<file path="src/rtl/cpu_types_pkg.sv">
// Shared CPU types: machine word and the request sequencer state encoding.
package cpu_types_pkg;

  localparam int unsigned WORD_W = 32;

  typedef logic [WORD_W-1:0] word_t;

  typedef enum logic [1:0] {
    FETCH,
    EXEC,
    MEM,
    HALTED
  } reqstate_t;

endpackage

</file>
<file path="src/rtl/sat_counter.sv">
// Up-counter that sticks at all-ones instead of wrapping.
module sat_counter #(
  parameter int unsigned W = 32
) (
  input  logic         CLK,
  input  logic         RST,
  input  logic         inc,
  output logic [W-1:0] count
);

  logic [W-1:0] count_q;
  logic [W-1:0] count_d;

  // Advance on inc unless already saturated
  always_comb begin
    count_d = count_q;
    if (inc && (count_q != '1)) begin
      count_d = count_q + 1'b1;
    end
  end

  // Counter register
  always_ff @(posedge CLK or posedge RST) begin
    if (RST) begin
      count_q <= '0;
    end else begin
      count_q <= count_d;
    end
  end

  assign count = count_q;

endmodule

</file>
<file path="src/rtl/request_unit.sv">
// Fetch / decode-wait / data-memory sequencer in front of the control unit.
module request_unit
  import cpu_types_pkg::*;
#(
  parameter int unsigned CNT_W = 32
) (
  input  logic             CLK,
  input  logic             RST,
  input  logic             ihit,
  input  word_t            iload,
  input  logic             dhit,
  input  logic             cu_dREN,
  input  logic             cu_dWEN,
  input  logic             cu_halt,
  input  logic             cu_RegWr,
  output word_t            instr,
  output logic             imemREN,
  output logic             dmemREN,
  output logic             dmemWEN,
  output logic             pc_en,
  output logic             rf_wen,
  output logic             halt,
  output logic             err,
  output logic [CNT_W-1:0] instr_count,
  output logic [CNT_W-1:0] stall_count
);

  reqstate_t state_q;
  reqstate_t state_d;
  word_t     instr_q;
  word_t     instr_d;
  logic      err_q;
  logic      err_d;
  logic      stall_inc;

  // State register plus the held instruction and sticky error flag
  always_ff @(posedge CLK or posedge RST) begin
    if (RST) begin
      state_q <= FETCH;
      instr_q <= '0;
      err_q   <= 1'b0;
    end else begin
      state_q <= state_d;
      instr_q <= instr_d;
      err_q   <= err_d;
    end
  end

  // Next-state selection; instr only loads on an accepted fetch
  always_comb begin
    state_d = state_q;
    instr_d = instr_q;
    err_d   = err_q;
    case (state_q)
      FETCH: begin
        if (ihit) begin
          instr_d = iload;
          state_d = EXEC;
        end
      end
      EXEC: begin
        if (cu_halt) begin
          state_d = HALTED;
        end else if (cu_dREN || cu_dWEN) begin
          state_d = MEM;
        end else begin
          state_d = FETCH;
        end
      end
      MEM: begin
        if (cu_dREN && cu_dWEN) begin
          err_d = 1'b1;
        end
        if (dhit) begin
          state_d = FETCH;
        end
      end
      HALTED: begin
        state_d = HALTED;
      end
      default: begin
        state_d = FETCH;
      end
    endcase
  end

  // Requests and strobes; retire strobes follow the decode/dhit of this cycle
  always_comb begin
    imemREN   = 1'b0;
    dmemREN   = 1'b0;
    dmemWEN   = 1'b0;
    pc_en     = 1'b0;
    rf_wen    = 1'b0;
    halt      = 1'b0;
    stall_inc = 1'b0;
    case (state_q)
      FETCH: begin
        imemREN   = 1'b1;
        stall_inc = ~ihit;
      end
      EXEC: begin
        if (!cu_halt && !cu_dREN && !cu_dWEN) begin
          pc_en  = 1'b1;
          rf_wen = cu_RegWr;
        end
      end
      MEM: begin
        dmemREN = cu_dREN;
        dmemWEN = cu_dWEN & ~cu_dREN;
        if (dhit) begin
          pc_en  = 1'b1;
          rf_wen = cu_RegWr;
        end else begin
          stall_inc = 1'b1;
        end
      end
      HALTED: begin
        halt = 1'b1;
      end
      default: begin
        halt = 1'b0;
      end
    endcase
  end

  assign instr = instr_q;
  assign err   = err_q;

  sat_counter #(.W(CNT_W)) u_instr_cnt (
    .CLK  (CLK),
    .RST  (RST),
    .inc  (pc_en),
    .count(instr_count)
  );

  sat_counter #(.W(CNT_W)) u_stall_cnt (
    .CLK  (CLK),
    .RST  (RST),
    .inc  (stall_inc),
    .count(stall_count)
  );

endmodule
</file>
<file path="config.mk">
export PLATFORM = sky130hd
export DESIGN_NAME = request_unit
export DESIGN_NICKNAME = d
export VERILOG_FILES = /design/src/rtl/cpu_types_pkg.sv /design/src/rtl/sat_counter.sv /design/src/rtl/request_unit.sv
export SDC_FILE = /design/constraint.sdc
export NUM_CORES = 1
export LEC_CHECK = 0
export ABC_AREA = 1
export CAP_MARGIN = 20
export CELL_PAD_IN_SITES_DETAIL_PLACEMENT = 1
export CELL_PAD_IN_SITES_GLOBAL_PLACEMENT = 1
export CORE_MARGIN = 1.5
export CORE_UTILIZATION = 36
export DETAILED_ROUTE_END_ITERATION = 8
export PLACE_DENSITY_LB_ADDON = 0.05
export SYNTH_ARGS = -nofsm -noshare
export SYNTH_HDL_FRONTEND = slang
export SYNTH_SLANG_ARGS = --single-unit
</file>
<file path="constraint.sdc">
create_clock -name CLK -period 3.6 [get_ports CLK]
set_clock_uncertainty 0.2 [all_clocks]
set_input_delay 0.54 -clock CLK [delete_from_list [all_inputs] [get_ports CLK]]
set_output_delay 0.54 -clock CLK [all_outputs]
set_load 0.1 [all_outputs]
</file>
==> Word-level counts from Yosys, hierarchy flattened <==
Index checks and enable logic that the tools add are counted.
{ "word_totals": {"ff_bits": 99} }
{ "classes": {"n_addsub": 2, "n_eq_ne": 7, "n_mux": 17, "bitwise": 3, "reduce_logical": 13} }
{ "op_table": {"columns": ["cell", "count"], "rows": [
  ["$add 32x1->32 const B", 2],
  ["$ne 32x32->1 const B", 2],
  ["$mux 1", 9],
  ["$mux 2", 4],
  ["$pmux 2 s4", 1],
  ["$pmux 1 s2", 3],
  ["$reduce_and 2->1", 3],
  ["$logic_and 1x1->1", 5],
  ["$eq 2x2->1 const B", 2],
  ["$ne 2x2->1 const B", 2],
  ["$logic_not 1->1", 3],
  ["$eq 2x1->1 const B", 1],
  ["$logic_not 2->1", 1],
  ["$not 1->1", 2],
  ["$and 1x1->1", 1],
  ["$logic_or 1x1->1", 1]
]} }

==> Depth between registers and ports, before layout <==
{ "depth": {"depth_word": 6, "mapped_depth": 11} }

==> Cells and area by module <==
From an unflattened synthesis, not the netlist that was laid out.
{ "hier_totals": {"cells_unflattened": 908, "area_unflattened_um2": 6087.1} }
{ "by_module_without_submodules": {"columns": ["mod", "n_inst", "cells_each", "area_per_inst_um2", "seq_area_each_um2"], "rows": [
  ["sat_counter", 2, 361, 2257.2, 800.8],
  ["request_unit", 1, 186, 1572.8, 875.8]
]} }

==> Least setup slack after synthesis <==
No wires, ideal clock.
{ "synth_timing": {"kind": "register to output", "startpoint": "reg state_q[0]", "endpoint": "out rf_wen", "t_arrival_ns": 2.119, "path_slack_ns": 0.741, "path_stages_with_launch": 6, "n_path_buf": 0, "cell_sequence": "dfrtp_1 > inv_1 > ha_1 > nand2_1 > nand3_1 > nor2_1"} }
{ "synth_via": {"elab_chain_len": 2, "word_cells_on_any_way": 3, "classes_between": "eq/ne: 2; mux: 1"} }
{ "synth_lines": {"columns": ["element", "line", "text"], "rows": [
  ["start: declaration", "request_unit.sv:28", "reqstate_t state_q;"],
  ["start signal: assignment", "request_unit.sv:43", "state_q <= state_d;"],
  ["$eq 2x2->1 or $eq 2x1->1 (tied branches)", "request_unit.sv:96", "case (state_q)"],
  ["$pmux 1 s2 (*)", "request_unit.sv:96", null],
  ["end: declaration", "request_unit.sv:21", "output logic rf_wen,"]
]} }
Every way passes the cells marked *; elsewhere a longest branch is shown, timed or not.

==> Final worst setup path <==
{ "layout_timing": {"startpoint": "reg u_instr_cnt.count_q[20], in the netlist u_instr_cnt.count[20]", "endpoint": "out instr_count[20]"} }
{ "layout_rtl": {"columns": ["element", "line", "text"], "rows": [
  ["start: declaration", "sat_counter.sv:11", "logic [W-1:0] count_q;"],
  ["start signal: assignment", "sat_counter.sv:27", "count_q <= count_d;"],
  ["end: declaration", "request_unit.sv:24", "output logic [CNT_W-1:0] instr_count,"]
]} }
No word-level cell between the ends.

==> metrics.md <==
| Metric | Value |
|---|---|
| WP buf/inv | `1` |
| Total chip power | `5.65 mW` |
| DP HPWL | `13900 um` |
| Synthesized area | `5780 um^2` |
| Register area share after synthesis | `42.9%` |
| DRC viols | `0` |
| VDD IR-drop max | `0.980 mV` |
| Syn Area/Cell | `7.26 um^2` |
| Final setup vio count | `0` |
| Max-slew violation count | `0` |
| DR vias | `5589` |
| Final critical-path required period | `2.81 ns` |
| 1st-iter DRT viols | `176` |
| Post-layout instance area | `7630 um^2` |
| Yosys cell types | `31` |
| Largest net degree at the start of global routing | `55` |
| Slew headroom | `30.5%` |
| Post-synth EDFFs | `0` |
| RePlAce Congestion | `0.831` |
| Dpl cell area | `7360 um^2` |
| Setup tns final | `0 ns` |
| CTS resizes | `0` |
| Cell Chain, Critical Path | `clkdlybuf4s50_1` |
| Area Overhead vs Synth | `32.1%` |
| Synth Register Bits | `99` |
| Total Wirelength | `18400 um` |
| CTS buffer count | `9` |
| Post-CTS setup buffer count | `0` |
| CP Max Fanout | `6` |
| Largest delay share family, worst path | `buffers and inverters` |
| RSZ-0062 raised after global routing | `no` |
| Commonest non-fill, non-tap cell in the layout | `nand2_1` |
| Reg2reg start | `u_instr_cnt.count[0]` |
| Fin nets | `987` |
| Deepest clock path buffer count | `2` |
| N_diodes | `0` |
| Die area | `16800 um^2` |
| CTS Hold Bufs | `0` |
| Cell at the root of the clock tree | `clkbuf_16` |
| Clk slew on worst S/H paths | `0.08 ns` |
| Antenna violations before repair | `0` |
| Routed WL per cell | `15.8 um` |
| Main area contributors after synthesis | `dfrtp_1, nand2_1, nor2_1, mux2_2, inv_1` |
| Final Hold Vio Count | `0` |
| Tot GR Track Use | `22.8%` |
| Detail Route Antenna Nets | `0` |
| Worst Path Arrival | `2.07 ns` |
| Worst hold path endpoint | `err` |
| 1st-pass router iterations | `4` |
| FP Rows | `46` |
| Asr flop ratio synth | `100%` |
| Worst-Skew Late Latency | `0.36 ns` |
| Leak Pwr | `3.54 nW` |
| Die Y | `130 um` |
| Share of layout cells above drive strength 1 | `9.32%` |
| Chip width | `130 um` |
| Worst slew pin tran | `1.04 ns` |
| PD cells | `741 nW/um^2` |
| Critical path class | `reg2out` |
| Fillers | `1990` |
| CP max stage delay | `1.20 ns` |
| Worst path required time | `2.86 ns` |
| Startpoint Class | `register` |
| Syn nets | `843` |
| HP Start | `err` |
| Area of the core | `15800 um^2` |
| Yosys warns | `0` |
| PortBufs | `142` |
| Vias in the first global route | `6129` |
| Worst R2R Setup Slack | `1.03 ns` |
| HP Class | `reg2reg` |
| Worst r2r dst | `u_instr_cnt.count[30]` |
| Outcome | `finished clean` |
| Number of top-level pins | `143` |
| First-pass GRT wire length | `30100 um` |
| Initial Util | `36.6%` |
| CP endpoint kind | `output pin` |
| Maxcap violations | `0` |
| Total clock sinks | `99` |
| Area leader, netlist | `dfrtp_1` |
| Hold depth | `1` |
| Crit path max-delay cell type | `clkdlybuf4s50_1` |
| Most frequent cells in the layout | `nand2_1, clkdlybuf4s50_1, nor2_1` |
| Top_reg_cell synth | `dfrtp_1` |
| GRT overflow | `0` |
| Share of the synthesized area in the top cell type | `42.9%` |
| H-tree Lvls | `3` |
| Mapped Cells | `796` |
| CTS tree | `built` |
| Period utilization | `78.1%` |
| R2R depth | `10` |
| F_max | `356 MHz` |
| Vias/cell | `4.82` |
per-layer routing:
metal | vias to the layer above | routed length, um | part of all wire, % | track usage, %
li1 | 2727 | - | - | -
met1 | 2725 | 7830 | 43 | 27.2
met2 | 109 | 9470 | 52 | 41.5
met3 | 28 | 654 | 3.6 | 3.80
met4 | 0 | 406 | 2.2 | 8.04
met5 | - | 0 | 0 | 0
state kept, by name, indices dropped and copies added (netlist names):
name	cells
instr	32
u_instr_cnt.count	32
u_stall_cnt.count	32
state_q	2
err	1
layout make-up:
type | count | area, um^2 | share of cell area, %
multi-input combinational | 628 | 2990 | 39.2
sequential | 99 | 2480 | 32.5
timing repair buffer | 145 | 1400 | 18.4
tap | 216 | 270 | 3.54
clock buffer | 10 | 229 | 3.00
inverter | 57 | 219 | 2.87
clock inverter | 5 | 38.8 | 0.508
worst max path at each step:
stage,start,endpoint,slack [ns],depth (start not counted)
finish,u_instr_cnt.count[20],instr_count[20],0.79,1
global route,u_instr_cnt.count[10],instr_count[10],0.76,1
CTS,u_instr_cnt.count[20],instr_count[20],0.79,1
detailed placement,cu_dWEN,u_instr_cnt.count[12],1.0,10
global placement,cu_dREN,pc_en,1.02,7
floorplan,RST,err,0.27,1
through the flow:
stage          utilization [%]  hold WS, ns  cells  worst slack [ns]
2_1_floorplan                -        0.370    796             0.270
3_3_place_gp              46.7        0.242   1145              1.02
3_5_place_dp              46.7        0.257   1145             0.995
4_1_cts                   48.4        0.274   1160             0.793
5_1_grt                   48.4        0.285   1160             0.761
6_report                  48.4        0.276   1160             0.789
cell families after synthesis:
| family | Yosys count | share of synthesized area, % |
|---|---|---|
| flops | 99 | 42.9 |
| compound gates | 12 | 1.19 |
| mux | 32 | 6.24 |
| buf+inv | 69 | 5.29 |
| simple gates | 548 | 38.5 |
| fa+ha+maj | 7 | 1.52 |
| xor+xnor | 29 | 4.40 |
synth_stat cells, types with 2 or more instances:
master and n:
buf_2 2, nand3_1 32, xnor2_1 11, nor2_8 2
buf_4 3, buf_6 4, a21oi_1 3, xor2_1 18
nand2_2 4, nor2_2 2, nand4_1 2, nor2_1 108
nand3b_1 5, ha_1 7, inv_1 55, o21ai_0 5
buf_1 3, dfrtp_1 99, and2_1 2, nand2_1 384
mux2_2 32, nor3_1 2, nand2_4 3
where the power goes:
group          internal (mW)  switching (mW)
Combinational          0.731            2.45
Sequential              1.36           0.185
Clock                  0.470           0.463
Total                   2.56            3.09
Power figures use the tool's default switching activity.
